$ cat src/rtl/fixed_divider_seq.sv
// Signed fixed-point sequential divider, Q(WIDTH-FRAC_BITS).FRAC_BITS.
// Radix-2 restoring division on operand magnitudes, one quotient bit per
// cycle, followed by sign application and saturation. Operands arrive on two
// independent ready/valid channels; the result leaves on a third.
module fixed_divider_seq #(
    parameter int WIDTH     = 32,
    parameter int FRAC_BITS = 16
) (
    input  logic             clk,
    input  logic             rst,
    output logic             dividend_s_ready,
    input  logic             dividend_s_valid,
    input  logic [WIDTH-1:0] dividend_s_data,
    output logic             divisor_s_ready,
    input  logic             divisor_s_valid,
    input  logic [WIDTH-1:0] divisor_s_data,
    input  logic             result_m_ready,
    output logic             result_m_valid,
    output logic [WIDTH-1:0] result_m_data,
    output logic [1:0]       result_m_status
);

    localparam int ITERS   = WIDTH + FRAC_BITS;
    localparam int LATENCY = WIDTH + FRAC_BITS + 2;
    // Counter only needs to hold ITERS-1; sizing from LATENCY keeps headroom.
    localparam int CNT_W   = $clog2(LATENCY);

    // Saturation limits on the full quotient width and on the result width.
    localparam logic [ITERS-1:0] NEG_LIMIT = ITERS'(1) << (WIDTH - 1);
    localparam logic [ITERS-1:0] POS_LIMIT = NEG_LIMIT - ITERS'(1);
    localparam logic [WIDTH-1:0] MAX_POS   = {1'b0, {(WIDTH-1){1'b1}}};
    localparam logic [WIDTH-1:0] MIN_NEG   = {1'b1, {(WIDTH-1){1'b0}}};

    typedef enum logic [1:0] {
        IDLE = 2'd0,
        CALC = 2'd1,
        FIX  = 2'd2,
        DONE = 2'd3
    } state_t;

    state_t             state_reg, state_next;

    logic               dividend_held_reg, dividend_held_next;
    logic               divisor_held_reg, divisor_held_next;
    logic [WIDTH-1:0]   dividend_data_reg, dividend_data_next;
    logic [WIDTH-1:0]   divisor_data_reg, divisor_data_next;

    // Quotient register starts holding the scaled dividend magnitude; its
    // top bit is shifted into the remainder on every step.
    logic [ITERS-1:0]   quo_reg, quo_next;
    logic [WIDTH-1:0]   rem_reg, rem_next;
    logic [WIDTH-1:0]   dsr_reg, dsr_next;
    logic               sign_reg, sign_next;
    logic               dz_reg, dz_next;
    logic               dneg_reg, dneg_next;
    logic [CNT_W-1:0]   cnt_reg, cnt_next;

    logic [WIDTH-1:0]   result_data_reg, result_data_next;
    logic [1:0]         result_status_reg, result_status_next;
    logic               result_valid_reg, result_valid_next;

    logic               dividend_fire, divisor_fire, join_now;
    logic [WIDTH-1:0]   dividend_eff, divisor_eff;
    logic [WIDTH-1:0]   dividend_mag, divisor_mag;
    logic [ITERS-1:0]   dividend_load;
    logic [WIDTH:0]     rem_shift;
    logic [WIDTH-1:0]   rem_diff;
    logic               step_ge;
    logic [WIDTH-1:0]   quo_low;

    // Magnitude of a two's complement value; the most negative value maps to
    // 2^(WIDTH-1), which is exact as an unsigned WIDTH-bit number.
    function automatic logic [WIDTH-1:0] magnitude(input logic [WIDTH-1:0] x);
        return x[WIDTH-1] ? (~x + WIDTH'(1)) : x;
    endfunction

    // Readies depend only on state and held flags, never on the valids.
    assign dividend_s_ready = (state_reg == IDLE) && !dividend_held_reg;
    assign divisor_s_ready  = (state_reg == IDLE) && !divisor_held_reg;
    assign dividend_fire    = dividend_s_valid && dividend_s_ready;
    assign divisor_fire     = divisor_s_valid && divisor_s_ready;

    // An operand arriving on the join edge is used directly from the port.
    assign dividend_eff = dividend_fire ? dividend_s_data : dividend_data_reg;
    assign divisor_eff  = divisor_fire  ? divisor_s_data  : divisor_data_reg;
    assign join_now     = (state_reg == IDLE)
                          && (dividend_held_reg || dividend_fire)
                          && (divisor_held_reg  || divisor_fire);

    assign dividend_mag = magnitude(dividend_eff);
    assign divisor_mag  = magnitude(divisor_eff);

    // Scale the dividend magnitude by 2^FRAC_BITS so the integer quotient
    // carries FRAC_BITS fractional bits.
    genvar gi;
    generate
        for (gi = 0; gi < ITERS; gi++) begin : g_load
            if (gi < FRAC_BITS) begin : g_frac
                assign dividend_load[gi] = 1'b0;
            end else begin : g_int
                assign dividend_load[gi] = dividend_mag[gi-FRAC_BITS];
            end
        end
    endgenerate

    // Restoring step. The remainder stays below the divisor, so the
    // difference always fits in WIDTH bits whenever it is kept.
    assign rem_shift = {rem_reg, quo_reg[ITERS-1]};
    assign step_ge   = rem_shift >= {1'b0, dsr_reg};
    assign rem_diff  = rem_shift[WIDTH-1:0] - dsr_reg;
    assign quo_low   = quo_reg[WIDTH-1:0];

    // State and datapath registers with synchronous reset.
    always_ff @(posedge clk) begin
        if (rst) begin
            state_reg         <= IDLE;
            dividend_held_reg <= 1'b0;
            divisor_held_reg  <= 1'b0;
            dividend_data_reg <= '0;
            divisor_data_reg  <= '0;
            quo_reg           <= '0;
            rem_reg           <= '0;
            dsr_reg           <= '0;
            sign_reg          <= 1'b0;
            dz_reg            <= 1'b0;
            dneg_reg          <= 1'b0;
            cnt_reg           <= '0;
            result_data_reg   <= '0;
            result_status_reg <= '0;
            result_valid_reg  <= 1'b0;
        end else begin
            state_reg         <= state_next;
            dividend_held_reg <= dividend_held_next;
            divisor_held_reg  <= divisor_held_next;
            dividend_data_reg <= dividend_data_next;
            divisor_data_reg  <= divisor_data_next;
            quo_reg           <= quo_next;
            rem_reg           <= rem_next;
            dsr_reg           <= dsr_next;
            sign_reg          <= sign_next;
            dz_reg            <= dz_next;
            dneg_reg          <= dneg_next;
            cnt_reg           <= cnt_next;
            result_data_reg   <= result_data_next;
            result_status_reg <= result_status_next;
            result_valid_reg  <= result_valid_next;
        end
    end

    // Next-state and datapath updates for each FSM state.
    always_comb begin
        state_next         = state_reg;
        dividend_held_next = dividend_held_reg;
        divisor_held_next  = divisor_held_reg;
        dividend_data_next = dividend_data_reg;
        divisor_data_next  = divisor_data_reg;
        quo_next           = quo_reg;
        rem_next           = rem_reg;
        dsr_next           = dsr_reg;
        sign_next          = sign_reg;
        dz_next            = dz_reg;
        dneg_next          = dneg_reg;
        cnt_next           = cnt_reg;
        result_data_next   = result_data_reg;
        result_status_next = result_status_reg;
        result_valid_next  = result_valid_reg;

        case (state_reg)
            IDLE: begin
                if (dividend_fire) begin
                    dividend_held_next = 1'b1;
                    dividend_data_next = dividend_s_data;
                end
                if (divisor_fire) begin
                    divisor_held_next = 1'b1;
                    divisor_data_next = divisor_s_data;
                end
                if (join_now) begin
                    state_next         = CALC;
                    dividend_held_next = 1'b0;
                    divisor_held_next  = 1'b0;
                    quo_next           = dividend_load;
                    rem_next           = '0;
                    dsr_next           = divisor_mag;
                    sign_next          = dividend_eff[WIDTH-1] ^ divisor_eff[WIDTH-1];
                    dz_next            = (divisor_eff == '0);
                    dneg_next          = dividend_eff[WIDTH-1];
                    cnt_next           = CNT_W'(ITERS - 1);
                end
            end

            CALC: begin
                // A zero divisor still iterates so latency does not depend on data.
                quo_next = {quo_reg[ITERS-2:0], step_ge};
                rem_next = step_ge ? rem_diff : rem_shift[WIDTH-1:0];
                cnt_next = cnt_reg - CNT_W'(1);
                if (cnt_reg == '0) begin
                    state_next = FIX;
                end
            end

            FIX: begin
                if (dz_reg) begin
                    result_data_next   = dneg_reg ? MIN_NEG : MAX_POS;
                    result_status_next = 2'b01;
                end else if (!sign_reg) begin
                    if (quo_reg > POS_LIMIT) begin
                        result_data_next   = MAX_POS;
                        result_status_next = 2'b10;
                    end else begin
                        result_data_next   = quo_low;
                        result_status_next = 2'b00;
                    end
                end else begin
                    if (quo_reg > NEG_LIMIT) begin
                        result_data_next   = MIN_NEG;
                        result_status_next = 2'b10;
                    end else begin
                        result_data_next   = WIDTH'(0) - quo_low;
                        result_status_next = 2'b00;
                    end
                end
                state_next = DONE;
            end

            DONE: begin
                // First DONE cycle raises valid from a register; then hold
                // until the downstream handshake.
                if (!result_valid_reg) begin
                    result_valid_next = 1'b1;
                end else if (result_m_ready) begin
                    result_valid_next = 1'b0;
                    state_next        = IDLE;
                end
            end

            default: begin
                state_next = IDLE;
            end
        endcase
    end

    assign result_m_valid  = result_valid_reg;
    assign result_m_data   = result_data_reg;
    assign result_m_status = result_status_reg;

endmodule
$ cat config.mk
export PLATFORM = sky130hd
export DESIGN_NAME = fixed_divider_seq
export DESIGN_NICKNAME = d
export VERILOG_FILES = /design/src/rtl/fixed_divider_seq.sv
export SDC_FILE = /design/constraint.sdc
export NUM_CORES = 1
export LEC_CHECK = 0
export CAP_MARGIN = 20
export CORE_MARGIN = 8
export CORE_UTILIZATION = 50
export DETAILED_ROUTE_END_ITERATION = 8
export DONT_BUFFER_PORTS = 1
export PLACE_DENSITY = 0.67
export SLEW_MARGIN = 20
export SYNTH_ARGS = -nofsm -noshare
export SYNTH_HDL_FRONTEND = slang
export SYNTH_SLANG_ARGS = --single-unit
$ cat constraint.sdc
create_clock -name clk -period 4.3 [get_ports clk]
set_clock_uncertainty 0.15 [all_clocks]
set_input_delay 1.075 -clock clk [delete_from_list [all_inputs] [get_ports clk]]
set_output_delay 1.075 -clock clk [all_outputs]
set_load 0.05 [all_outputs]
### Word-level counts from Yosys, hierarchy flattened

Cells that the tools add are included.

* bits in latches: 0
* RAM bits: 0
* bits in registers: 224
* memories: 0
* bits of input ports: 69
* memory bits (read-only): 0
* output and inout bits: 37
* word-level logic and storage cells: 85

* bitwise gates (word level): 3
* $mul: 0
* add/sub/neg operators: 5
* equality and inequality tests: 7
* reductions and logical operators: 21
* muxes and demuxes: 31
* order comparisons: 3
* divide/modulo/power cells: 0
* shift operators: 0

Operators with widths (number)
* 2-to-1 mux 32 bit: 11
* one-hot mux 48 bit (2 select lines): 1
* adder 32 x 1 -> 32 bit (second input constant): 2
* inverter 32 bit: 2
* one-hot mux 32 bit (2 select lines): 1
* > comparator 48 x 31 -> 1 bit (second input constant): 1
* > comparator 48 x 32 -> 1 bit (second input constant): 1
* 2-to-1 mux 48 bit: 1
* >= comparator 33 x 32 -> 1 bit: 1
* zero test 32 bit: 1
* subtractor 1 x 32 -> 32 bit (first input constant): 1
* subtractor 32 bit: 1
* 2-to-1 mux 2 bit: 8
* one-hot mux 6 bit (2 select lines): 1
* inequality test 2 bit (second input constant): 4
* one-hot mux 2 bit (4 select lines): 1
* AND reduction 2 bit: 4
* logical AND 1 bit: 6
* zero test 6 bit: 1
* 2-to-1 mux 1 bit: 6
* 2-to-1 mux 6 bit: 1
* nonzero test 2 bit: 3
* subtractor 6 x 1 -> 6 bit (second input constant): 1
* == test 2 bit (second input constant): 2
* 6 further kinds: 8

### Depth between registers and ports, before layout

* depth in word-level cells: 9
* mapped depth: 15
* depth with buffers taken out: 13

### Least setup slack after synthesis

Ideal clock, no wire load.

* path kind: input to register
* start: in divisor_s_valid
* end: reg dsr_reg[30]
* data required time: 4033 ps
* path slack: 531 ps
* data arrival time: 3502 ps
* stages on the path: 13
* cells stage by stage: and3b_1 > buf_2 > mux2i_1 > ha_1 > inv_1 > a211oi_1 > and4_1 > clkbuf_1 > nand4_1 > nand2b_1 > o21ai_0 > xor2_1 > a22o_1

* word-level cells in the longest chain between the ends: 5
* elaborated cells on any way between the ends: 8
* those cells by class: add/sub: 1; mux: 2; bitwise: 1; reduce/logical: 4

RTL lines
* from (decl): line 15 `input logic divisor_s_valid,`
* logical AND 1 bit (*): line 81 `assign divisor_fire = divisor_s_valid && divisor_s_ready;`
* 2-to-1 mux 32 bit
* inverter 32 bit: line 74 `return x[WIDTH-1] ? (~x + WIDTH'(1)) : x;`
* adder 32 x 1 -> 32 bit: line 74
* 2-to-1 mux 32 bit: line 74
* to (signal assigned): line 139 `dsr_reg <= dsr_next;`
* to (decl): line 52 `logic [WIDTH-1:0] dsr_reg, dsr_next;`

Mark *: on every way between the ends. The rest lies on a longest branch, timed or not.
A chain may end at the register's enable or synchronous reset.

### Final worst setup path

* start: reg state_reg[1]
* end: reg quo_reg[39]

* word-level cells in the longest chain between the ends: 9
* elaborated cells on any way between the ends: 19
* those cells by class: add/sub: 1; eq/ne: 2; mux: 4; bitwise: 1; reduce/logical: 11

RTL lines
* from (decl): line 41 `state_t state_reg, state_next;`
* from (signal assigned): line 132 `state_reg <= state_next;`
* zero test 2 bit
* logical AND 1 bit: line 78 `assign dividend_s_ready = (state_reg == IDLE) && !dividend_held_reg;`
* logical AND 1 bit: line 80 `assign dividend_fire = dividend_s_valid && dividend_s_ready;`
* 2-to-1 mux 32 bit
* inverter 32 bit: line 74
* adder 32 x 1 -> 32 bit: line 74
* 2-to-1 mux 32 bit: line 74
* 2-to-1 mux 48 bit: line 178 `if (join_now) begin`
* one-hot mux 48 bit (2 select lines): line 168 `case (state_reg)`
* to (signal assigned): line 137 `quo_reg <= quo_next;`
* to (decl): line 50 `logic [ITERS-1:0] quo_reg, quo_next;`

Several ways; a longest one is shown, not always the timed one. The select of a mux whose other input is x is not followed.

==> results.toml <==
[outcome]
status = "complete, no violations"

[sta]
timing.fmax_mhz = 268
finalCritPeriodShare_pct = 86.7
worst_pin_slew_ps = 975
fin_tns_setup_ps = 0
fin_crit_ps = 3730
relSlewSlack_pct = 34.8
finalMaxSlewViolations = 0
setup_viol = 0
rsz0062_at_grt = "no"
hold_viol = 0

[detailed_routing]
wire_per_inst_um = 18.7
top_layer = "met4"
drt_iter0_markers = 1033
dr.pass1.iters = 7
routed_wl_um = 36300
met3_length_um = 2240
routed_via_density = 6.13
num_vias = 11900
wl_met1_um = 16000
drc = 0
wl_met2_um = 17100
antenna_left = 0

[critical_path]
cp-startpoint = "state_reg[1]"
cpPeakStageDelay_ps = 470
worstPathCellList = "inv_1, ha_1, and3b_2, buf_4, mux2i_1, a21boi_0, nor4b_2, buf_4, a41oi_1, xnor2_1, a222oi_1, nor2_1"
startpoint_type = "register"
path_class = "reg -> reg"
r2r_start = "state_reg[1]"
critPathMaxFanout = 25
crit_path_end_kind = "register"
crit_arrival_ps = 4000
required_ps = 4570
crit_top_cell = "buf_4"
slowest_stage = "ha_1"

[global_route]
track_usage_pct = 22.6
grt_max_degree = 191
antenna_found_initial = 0
grt_pass1_vias = 11100
overflow = 0
grt_pass1_wl_um = 59000

[floorplanning]
ioPinCount = 106
dieArea_um2 = 31400
core_um2 = 25800
row_count = 59
chipHeight_um = 177
start_util_pct = 50.4
fp.dieW_um = 177

[yosys]
yosysSeqAreaShare_pct = 34.5
synth_seq_cells = 224
syn_area_um2 = 13000
syn_area_per_cell_um2 = 7.97
ys_types = 82
synth_nets = 1742
synth_top_area_share_pct = 34.5
yosys.area.top_type = "dfxtp_1"
synth_edf_count = 0
yosysWarnings = 0
synth_flop_cell = "dfxtp_1"
syn-instance-count = 1630
synth_area_leaders = "dfxtp_1 35%, mux2i_1 6.6%, nor2_1 6.0%"
synth-async-reset-ratio_pct = 0

[clock_tree]
cts_made_buffers = 26
cts.sinks = 224
ctsResizeCount = 0
cts.clk_slew.worst_paths_ps = 60
clk-insertion-delay-late_ps = 540
cts_tree = "built"
hold_buffers = 0
cts-root-buf = "clkbuf_16"
post-cts-setup-buffers = 0
h-tree-depth = 1
clock_path_buffers = 3

[placed_design]
dp_hpwl_um = 26000
gp_congestion = 0.890
portBuffers = 0

[flow_run]
max-cap-violations = 0

[hold_path]
hold_path_class = "reg -> reg"
min-delay-start = "dsr_reg[8]"

[layout]
syn2layout_area_growth_pct = 9.09
multi_input_area_um2 = 7890
fin_nets = 1695
antenna_cells = 0
drive_gt1_share_pct = 6.55
largest_reg_flops = 48
fillers = 2413
final-seq-area_um2 = 4480
final_util_pct = 55.0
## layout make-up
class                           count  area share (%)
Tap cell                          335            2.96
Clock inverter                     17            1.71
Multi-Input combinational cell   1241            55.7
Timing Repair Buffer               30            1.59
Sequential cell                   224            31.6
Inverter                           60            1.59
Clock buffer                       31            4.80
## critical path, delay by kind of cell, from the launching register on
kind	cells	cell delay (ps)
xor gates and xnor gates	1	170
muxes	1	340
DFF	1	330
buffers and inverters	3	690
AOI/OAI and AO/OA	3	720
and+or+nand+nor	3	710
adders and majority gates	1	470
## cell families (layout without fill, tap and decap cells)
| group | after synthesis | count (layout) | synth area share, % |
|---|---|---|---|
| xor gates and xnor gates | 88 | 88 | 5.93 |
| and+or+nand+nor | 575 | 575 | 20.9 |
| DFF | 224 | 224 | 34.5 |
| muxes | 88 | 88 | 6.80 |
| buffers and inverters | 165 | 138 | 5.03 |
| AOI/OAI and AO/OA | 447 | 447 | 22.6 |
| adders and majority gates | 43 | 43 | 4.20 |
## cells in the mapped netlist (all sizes together) (4+ instances only)
| cell | n |
|---|---|
| a211o | 4 |
| a211oi | 28 |
| a21boi | 6 |
| a21o | 12 |
| a21oi | 119 |
| a221oi | 4 |
| a222oi | 23 |
| a22o | 4 |
| a22oi | 20 |
| a31oi | 31 |
| a32oi | 8 |
| and2 | 9 |
| and4 | 6 |
| buf | 20 |
| clkbuf | 85 |
| dfxtp | 224 |
| ha | 42 |
| inv | 58 |
| mux2i | 86 |
| nand2 | 151 |
| nand2b | 8 |
| nand3 | 32 |
| nand3b | 7 |
| nand4 | 12 |
| nor2 | 206 |
| nor2b | 11 |
| nor3 | 56 |
| nor3b | 4 |
| nor4 | 15 |
| nor4b | 5 |
| o211ai | 6 |
| o21a | 17 |
| o21ai | 95 |
| o21bai | 4 |
| o221ai | 8 |
| o22ai | 9 |
| o311ai | 5 |
| o31ai | 11 |
| o41ai | 4 |
| or2 | 8 |
| or3 | 19 |
| or4 | 12 |
| xnor2 | 45 |
| xor2 | 43 |
## stage by stage
stage / worst slack [ps] / instances / cell area (um2) / hold slack (ps)
6_report: 574 / 1938 / 14200 / 302
5_1_grt: 274 / 1938 / 14200 / 316
4_1_cts: 572 / 1938 / 14200 / 301
3_5_place_dp: 505 / 1890 / 13200 / 294
3_3_place_gp: 566 / 1890 / 13200 / 291
2_1_floorplan: 531 / 1630 / 13000 / 282
## cells in the final DEF, fill, tap and decap left out, types with 30 or more instances in the layout
| cell | n |
|---|---|
| nor2_1 | 205 |
| nand3_1 | 32 |
| a21oi_1 | 117 |
| xor2_1 | 43 |
| o21ai_0 | 93 |
| mux2i_1 | 84 |
| inv_1 | 58 |
| nand2_1 | 151 |
| ha_1 | 42 |
| nor3_1 | 55 |
| dfxtp_1 | 224 |
| xnor2_1 | 45 |
| a31oi_1 | 30 |
| buf_4 | 30 |
## worst paths after layout
check           endpoint  depth (start not counted)  slack (ps)
max          quo_reg[39]                         12         570
min           dsr_reg[8]                          2         300
max reg2reg  quo_reg[39]                         12         570
min reg2reg   dsr_reg[8]                          2         300
## routing by layer
layer | vias to the layer above | GRT usage, %
li1 | 5832 | -
met1 | 5627 | 29.2
met2 | 360 | 37.7
met3 | 59 | 4.08
met4 | 0 | 6.87
met5 | - | 0
Power is left out: the tool's default activity adds up to more than one toggle a clock period on the data nets, which glitch-free logic cannot reach.
